===== src/rtl/fir_mac_serial_pkg.sv =====
// fir_mac_serial_pkg
//   Shared definitions for the serial FIR MAC core: FSM state encoding,
//   default widths and the output saturation helper.
package fir_mac_serial_pkg;

  localparam int unsigned DEF_COUNTER_BITS   = 6;
  localparam int unsigned DEF_NUMBER_OF_TAPS = 64;
  localparam int unsigned DEF_COEFF_BITS     = 16;
  localparam int unsigned DEF_DATA_BITS      = 16;
  localparam int unsigned DEF_ACC_BITS       = DEF_DATA_BITS + DEF_COEFF_BITS + DEF_COUNTER_BITS;

  // Working width of the saturation helper; callers sign-extend into it.
  localparam int unsigned SAT_W = 64;

  typedef enum logic {
    ST_IDLE = 1'b0,
    ST_MAC  = 1'b1
  } state_t;

  // Clamp a signed value to the range of a signed 'bits'-wide integer.
  // The result is still SAT_W wide; the caller truncates to 'bits'.
  function automatic logic signed [SAT_W-1:0] saturate(
    input logic signed [SAT_W-1:0] value,
    input int unsigned             bits
  );
    logic [SAT_W-1:0]        ones;
    logic signed [SAT_W-1:0] max_v;
    logic signed [SAT_W-1:0] min_v;
    ones  = '1;
    max_v = $signed(ones >> (SAT_W - bits + 1));
    min_v = ~max_v;
    if (value > max_v)      return max_v;
    else if (value < min_v) return min_v;
    else                    return value;
  endfunction

endpackage


===== src/rtl/fir_mac_serial_sample_history_ram.sv =====
// sample_history_ram
//   Circular sample history for the FIR core: DEPTH x DATA_BITS register
//   array, one synchronous write port, one combinational read port, and an
//   asynchronous clear of every entry.
// Ports:
//   clk, rst_n   clock / asynchronous active-low clear
//   wr_en        write wr_data at wr_addr on the rising edge
//   wr_addr      write index
//   wr_data      sample to store
//   rd_addr      read index
//   rd_data      combinational read of entry rd_addr
module sample_history_ram
  import fir_mac_serial_pkg::*;
#(
  parameter int unsigned ADDR_BITS = DEF_COUNTER_BITS,
  parameter int unsigned DEPTH     = DEF_NUMBER_OF_TAPS,
  parameter int unsigned DATA_BITS = DEF_DATA_BITS
) (
  input  logic                        clk,
  input  logic                        rst_n,
  input  logic                        wr_en,
  input  logic [ADDR_BITS-1:0]        wr_addr,
  input  logic signed [DATA_BITS-1:0] wr_data,
  input  logic [ADDR_BITS-1:0]        rd_addr,
  output logic signed [DATA_BITS-1:0] rd_data
);

  logic signed [DATA_BITS-1:0] mem [DEPTH];

  always_ff @(posedge clk or negedge rst_n) begin
    if (!rst_n) begin
      for (int unsigned i = 0; i < DEPTH; i++) begin
        mem[i] <= '0;
      end
    end else if (wr_en) begin
      mem[wr_addr] <= wr_data;
    end
  end

  assign rd_data = mem[rd_addr];

endmodule


===== src/rtl/fir_mac_serial.sv =====
// fir_mac_serial
//   Time-multiplexed FIR multiply-accumulate core. Each accepted sample is
//   written into a circular history and then NUMBER_OF_TAPS MAC cycles sweep
//   the taps, newest sample against coefficient 0. The result is shifted back
//   from Q1.(COEFF_BITS-1), saturated to DATA_BITS and presented with a
//   one-cycle out_valid pulse.
// Ports:
//   clk, rst_n     clock / asynchronous active-low reset
//   in_valid       input sample offered
//   in_sample      signed input sample
//   in_ready       high while idle; sample accepted on in_valid && in_ready
//   current_count  tap index driven to the external coefficient mux
//   coeff          signed coefficient for current_count (same-cycle return)
//   out_valid      one-cycle pulse when out_sample updates
//   out_sample     signed filtered sample, held until the next result
//   busy           high during a MAC sweep
module fir_mac_serial
  import fir_mac_serial_pkg::*;
#(
  parameter int unsigned COUNTER_BITS   = DEF_COUNTER_BITS,
  parameter int unsigned NUMBER_OF_TAPS = DEF_NUMBER_OF_TAPS,
  parameter int unsigned COEFF_BITS     = DEF_COEFF_BITS,
  parameter int unsigned DATA_BITS      = DEF_DATA_BITS,
  parameter int unsigned ACC_BITS       = DATA_BITS + COEFF_BITS + COUNTER_BITS
) (
  input  logic                         clk,
  input  logic                         rst_n,
  input  logic                         in_valid,
  input  logic signed [DATA_BITS-1:0]  in_sample,
  output logic                         in_ready,
  output logic [COUNTER_BITS-1:0]      current_count,
  input  logic signed [COEFF_BITS-1:0] coeff,
  output logic                         out_valid,
  output logic signed [DATA_BITS-1:0]  out_sample,
  output logic                         busy
);

  localparam int unsigned PROD_BITS = DATA_BITS + COEFF_BITS;

  state_t state;
  state_t state_next;

  logic [COUNTER_BITS-1:0]       count;
  logic [COUNTER_BITS-1:0]       wr_ptr;
  logic [COUNTER_BITS-1:0]       base;
  logic [COUNTER_BITS-1:0]       rd_addr;
  logic signed [DATA_BITS-1:0]   hist_rd;
  logic signed [PROD_BITS-1:0]   prod;
  logic signed [ACC_BITS-1:0]    prod_ext;
  logic signed [ACC_BITS-1:0]    acc;
  logic signed [ACC_BITS-1:0]    acc_sum;
  logic signed [ACC_BITS-1:0]    shifted;
  logic signed [SAT_W-1:0]       sat_in;
  logic signed [DATA_BITS-1:0]   out_next;
  logic                          accept;
  logic                          last_tap;

  assign accept   = in_valid && (state == ST_IDLE);
  assign last_tap = (count == COUNTER_BITS'(NUMBER_OF_TAPS - 1));

  // Tap k pairs coefficient k with the sample k steps older than the newest;
  // the subtraction wraps naturally because the history depth is 2**COUNTER_BITS.
  assign rd_addr = base - count;

  sample_history_ram #(
    .ADDR_BITS (COUNTER_BITS),
    .DEPTH     (NUMBER_OF_TAPS),
    .DATA_BITS (DATA_BITS)
  ) u_hist (
    .clk     (clk),
    .rst_n   (rst_n),
    .wr_en   (accept),
    .wr_addr (wr_ptr),
    .wr_data (in_sample),
    .rd_addr (rd_addr),
    .rd_data (hist_rd)
  );

  assign prod     = coeff * hist_rd;
  assign prod_ext = $signed({{(ACC_BITS - PROD_BITS){prod[PROD_BITS-1]}}, prod});
  assign acc_sum  = acc + prod_ext;

  // Final tap folds its product in combinationally so the result registers
  // on the same edge that ends the sweep.
  assign shifted  = acc_sum >>> (COEFF_BITS - 1);
  assign sat_in   = $signed({{(SAT_W - ACC_BITS){shifted[ACC_BITS-1]}}, shifted});
  assign out_next = DATA_BITS'(saturate(sat_in, DATA_BITS));

  always_ff @(posedge clk or negedge rst_n) begin
    if (!rst_n) begin
      state <= ST_IDLE;
    end else begin
      state <= state_next;
    end
  end

  always_comb begin
    state_next    = state;
    in_ready      = 1'b0;
    busy          = 1'b0;
    current_count = '0;
    case (state)
      ST_IDLE: begin
        in_ready = 1'b1;
        if (accept) state_next = ST_MAC;
      end
      ST_MAC: begin
        busy          = 1'b1;
        current_count = count;
        if (last_tap) state_next = ST_IDLE;
      end
      default: state_next = ST_IDLE;
    endcase
  end

  always_ff @(posedge clk or negedge rst_n) begin
    if (!rst_n) begin
      wr_ptr     <= '0;
      base       <= '0;
      count      <= '0;
      acc        <= '0;
      out_valid  <= 1'b0;
      out_sample <= '0;
    end else begin
      out_valid <= 1'b0;
      if (accept) begin
        base   <= wr_ptr;
        wr_ptr <= wr_ptr + 1'b1;
        acc    <= '0;
        count  <= '0;
      end else if (state == ST_MAC) begin
        acc   <= acc_sum;
        count <= count + 1'b1;
        if (last_tap) begin
          out_sample <= out_next;
          out_valid  <= 1'b1;
        end
      end
    end
  end

endmodule

===== config.mk =====
export PLATFORM = sky130hd
export DESIGN_NAME = fir_mac_serial
export DESIGN_NICKNAME = d
export VERILOG_FILES = /design/src/rtl/fir_mac_serial_pkg.sv /design/src/rtl/fir_mac_serial_sample_history_ram.sv /design/src/rtl/fir_mac_serial.sv
export SDC_FILE = /design/constraint.sdc
export NUM_CORES = 2
export LEC_CHECK = 0
export CAP_MARGIN = 40
export CELL_PAD_IN_SITES_DETAIL_PLACEMENT = 1
export CELL_PAD_IN_SITES_GLOBAL_PLACEMENT = 2
export CORE_MARGIN = 2
export CORE_UTILIZATION = 42
export DETAILED_ROUTE_END_ITERATION = 6
export PLACE_DENSITY_LB_ADDON = 0.1
export SYNTH_ARGS = -nofsm -noshare
export SYNTH_HDL_FRONTEND = slang
export SYNTH_SLANG_ARGS = --single-unit

===== constraint.sdc =====
create_clock -name clk -period 9.4 [get_ports clk]
set_clock_uncertainty 0.15 [all_clocks]
set_input_delay 0.94 -clock clk [delete_from_list [all_inputs] [get_ports clk]]
set_output_delay 0.94 -clock clk [all_outputs]
set_load 0.03 [all_outputs]

==> impl_metrics.json <==
{
  "status": "complete, but fails checks",
  "violations": "setup timing",
  "synth_cells": 4404,
  "synth-main-ff-cell": "dfrtp_1",
  "ios": 60,
  "fin_crit_ps": 10110,
  "routed_wl_um": 177000,
  "start_util": 0.423,
  "end_kind": "flip-flop",
  "fp.dieH_um": 387,
  "drc": 0,
  "slowest_stage": "fa_4",
  "worst_pin_slew_ps": 956,
  "synthesis.nets": 4880,
  "synth_top_family_by_area": "multiplexers",
  "path_delay_family": "adder cells",
  "max_freq_ghz": 0.0989,
  "cts_buffers": 131,
  "synth_adder_area_share": 0.129,
  "critPathMaxFanout": 8,
  "setup_slack_ps": -713,
  "syn2layout_area_growth_pct": 19.1,
  "synth-xor-area-share": 0.00674,
  "drive_gt1_frac": 0.458,
  "maxCapViolCount": 0,
  "h-tree-depth": 4,
  "yosys_warnings": 0,
  "wire_per_inst_um": 26.1,
  "drtAntennaViolNets": 0,
  "hpwl_um": 118000,
  "drt_iter0_drc": 1746,
  "synthMuxAreaShare": 0.307,
  "synth_edf_count": 0,
  "synth_cell_types": 69,
  "ff2ff_path_depth": 38,
  "cts.clk_slew.worst_paths_ps": 60,
  "clock-root-buffer": "clkbuf_16",
  "grt_pass1_vias": 41812,
  "grt_usage": 0.242,
  "grt_pass1_wl_um": 273000,
  "antenna_found_initial": 6,
  "finalSetupViolCount": 23,
  "firstDrtPassIters": 5,
  "cts_tree": "yes",
  "core-area_um2": 146000,
  "port_buffers": 59,
  "crit_cells": 38,
  "die_w_um": 387,
  "critPathBufInv": 14,
  "synth.ff_latch_count": 1098,
  "gp_congestion": 0.802,
  "grt_start_max_net_pins": 162,
  "syn_area_per_cell_um2": 14.0,
  "synth_simple_gate_area_frac": 0.0436,
  "rsz0062_at_grt": "true",
  "hold_buffers": 0,
  "row_count": 140,
  "worstSkewPairLatency_ps": 770,
  "critPathRequiredTime_ps": 9860,
  "vias_per_cell": 5.49,
  "whs_ps": 30.2,
  "num_vias": 37328,
  "min_path_type": "input pin to asynchronous set/reset pin",
  "relSlewSlack": 0.363,
  "async_flop_share": 1.00,
  "grt-ovfl-total": 0,
  "fin_nets": 5252,
  "max-clock-path-buffers": 3,
  "dieArea_um2": 150000,
  "period_share": 1.08,
  "critical-path-max-stage-delay_ps": 900,
  "finalHoldViolCount": 0,
  "netlist_area_um2": 61700,
  "worstPathArrival_ps": 10570,
  "ys_seq_area_frac": 0.446,
  "critPathMostFrequentCell": "fa_1",
  "cts.sinks": 1098,
  "path_class": "flip-flop to flip-flop",
  "slew_viol_final": 0,
  "synth_compound_area_frac": 0.0234,
  "cp-start-kind": "flip-flop"
}
[sequential cells by signal, indices dropped and copies added, names as in the netlist]
register,flops
count,6
state,1
out_valid,1
acc,38
out_sample,16
wr_ptr,6
u_hist.mem,1024
base,6
[timing repair]
item | in CTS | in global routing
pin swaps | 32 | 27
hold endpoints to repair | 0 | 0
setup buffers | 47 | 20
endpoints found under the setup margin | 36 | 34
gates cloned | 7 | 1
resized for setup | 121 | 71
[cells by family (layout without fill, tap and decap cells)]
family          count (synthesis)  after routing
compound gates                213            213
xor+xnor                       44             44
fa+ha+maj                     441            441
buf+inv                       697           1171
flops                        1098           1098
mux                          1364           1364
other cells                     0              3
simple gates                  547            547
[worst paths after layout]
| path | start | to | slack [ps] |
|---|---|---|---|
| worst max-delay path | count[0]$_DFFE_PN0P_ | out_sample[6]$_DFFE_PN0P_ | -710 |
| worst min-delay path | rst_n | acc[3]$_DFFE_PN0P_ | 30 |
| worst max register to register | count[0]$_DFFE_PN0P_ | out_sample[6]$_DFFE_PN0P_ | -710 |
| worst min register to register | out_sample[15]$_DFFE_PN0P_ | out_sample[15]$_DFFE_PN0P_ | 340 |
| max in group asynchronous | rst_n | u_hist.mem[540]$_DFFE_PN0P_ | 6840 |
| min in group clk | out_sample[15]$_DFFE_PN0P_ | out_sample[15]$_DFFE_PN0P_ | 340 |
[per-layer routing]
metal / up-vias / global-route usage / wire, um
li1: 16144 / - / -
met1: 20512 / 0.318 / 77200
met2: 458 / 0.427 / 91700
met3: 214 / 0.0293 / 4700
met4: 0 / 0.0536 / 3620
met5: - / 0 / 0
[Yosys cell counts, types with 20 or more instances]
cell / count / area [um2]
mux4_2: 311 / 7000
and3_1: 22 / 138
mux2_2: 1026 / 11600
o21ai_0: 53 / 265
fa_1: 324 / 6490
nor2_1: 99 / 372
nand2_1: 213 / 800
inv_1: 372 / 1400
ha_1: 117 / 1460
xnor2_1: 30 / 263
nor2b_1: 22 / 138
clkbuf_1: 232 / 871
dfrtp_1: 1098 / 27500
buf_2: 56 / 280
mux2i_1: 20 / 200
a21oi_1: 41 / 205
and2_1: 124 / 776
a211oi_1: 20 / 150
a22o_1: 24 / 210
buf_1: 24 / 90.1
[final cells by class]
type | instances | area (um2)
clock inverter | 38 | 412
multi-input combinational | 2609 | 32400
timing repair buffer | 564 | 5480
clock buffer | 197 | 3940
tap | 1917 | 2400
inverter | 372 | 1400
antenna | 3 | 7.51
fill | 14246 | 72300
sequential | 1098 | 27500
[stage by stage]
step	TNS, ps	std cells	setup slack [ps]	utilization	instance area (um2)
5_1_grt	-17940	6795	-949	0.504	73500
6_report	-11710	6798	-713	0.504	73500
3_3_place_gp	-25180	6468	-1290	0.460	67100
3_5_place_dp	-24890	6488	-1270	0.463	67400
4_1_cts	-8690	6775	-562	0.501	73000
2_1_floorplan	0	4404	15.1	-	61700
[worst reg2reg max path, delay by kind of cell, from the launching register on]
kind	cells	cell delay [ps]
muxes	3	1110
buffers and inverters	14	1710
DFF	1	410
AOI/OAI and AO/OA	5	1100
and+or+nand+nor	6	990
xor gates and xnor gates	1	130
adders and majority gates	9	4390
[layout by cell type, fill, tap and decap left out, drive strengths merged, types with 7 or more instances in the layout]
cell / synthesis / layout
nor2b: 22 / 22
fa: 324 / 324
nor2: 99 / 99
inv: 372 / 378
a22o: 24 / 24
a211oi: 20 / 20
o32ai: 17 / 17
mux4: 318 / 318
a21oi: 43 / 43
nor3: 13 / 13
o21ai: 55 / 55
mux2: 1026 / 1026
nand2b: 7 / 7
ha: 117 / 117
dfrtp: 1098 / 1098
buf: 93 / 518
and3: 22 / 22
xnor2: 31 / 31
nand2: 213 / 213
clkdlybuf4s50: 0 / 42
and2: 124 / 124
mux2i: 20 / 20
clkbuf: 232 / 198
a21o: 14 / 14
clkinv: 0 / 27
nand3: 14 / 14
xor2: 13 / 13
Power is left out: the tool's default activity adds up to more than one toggle a clock period on the data nets, which glitch-free logic cannot reach.
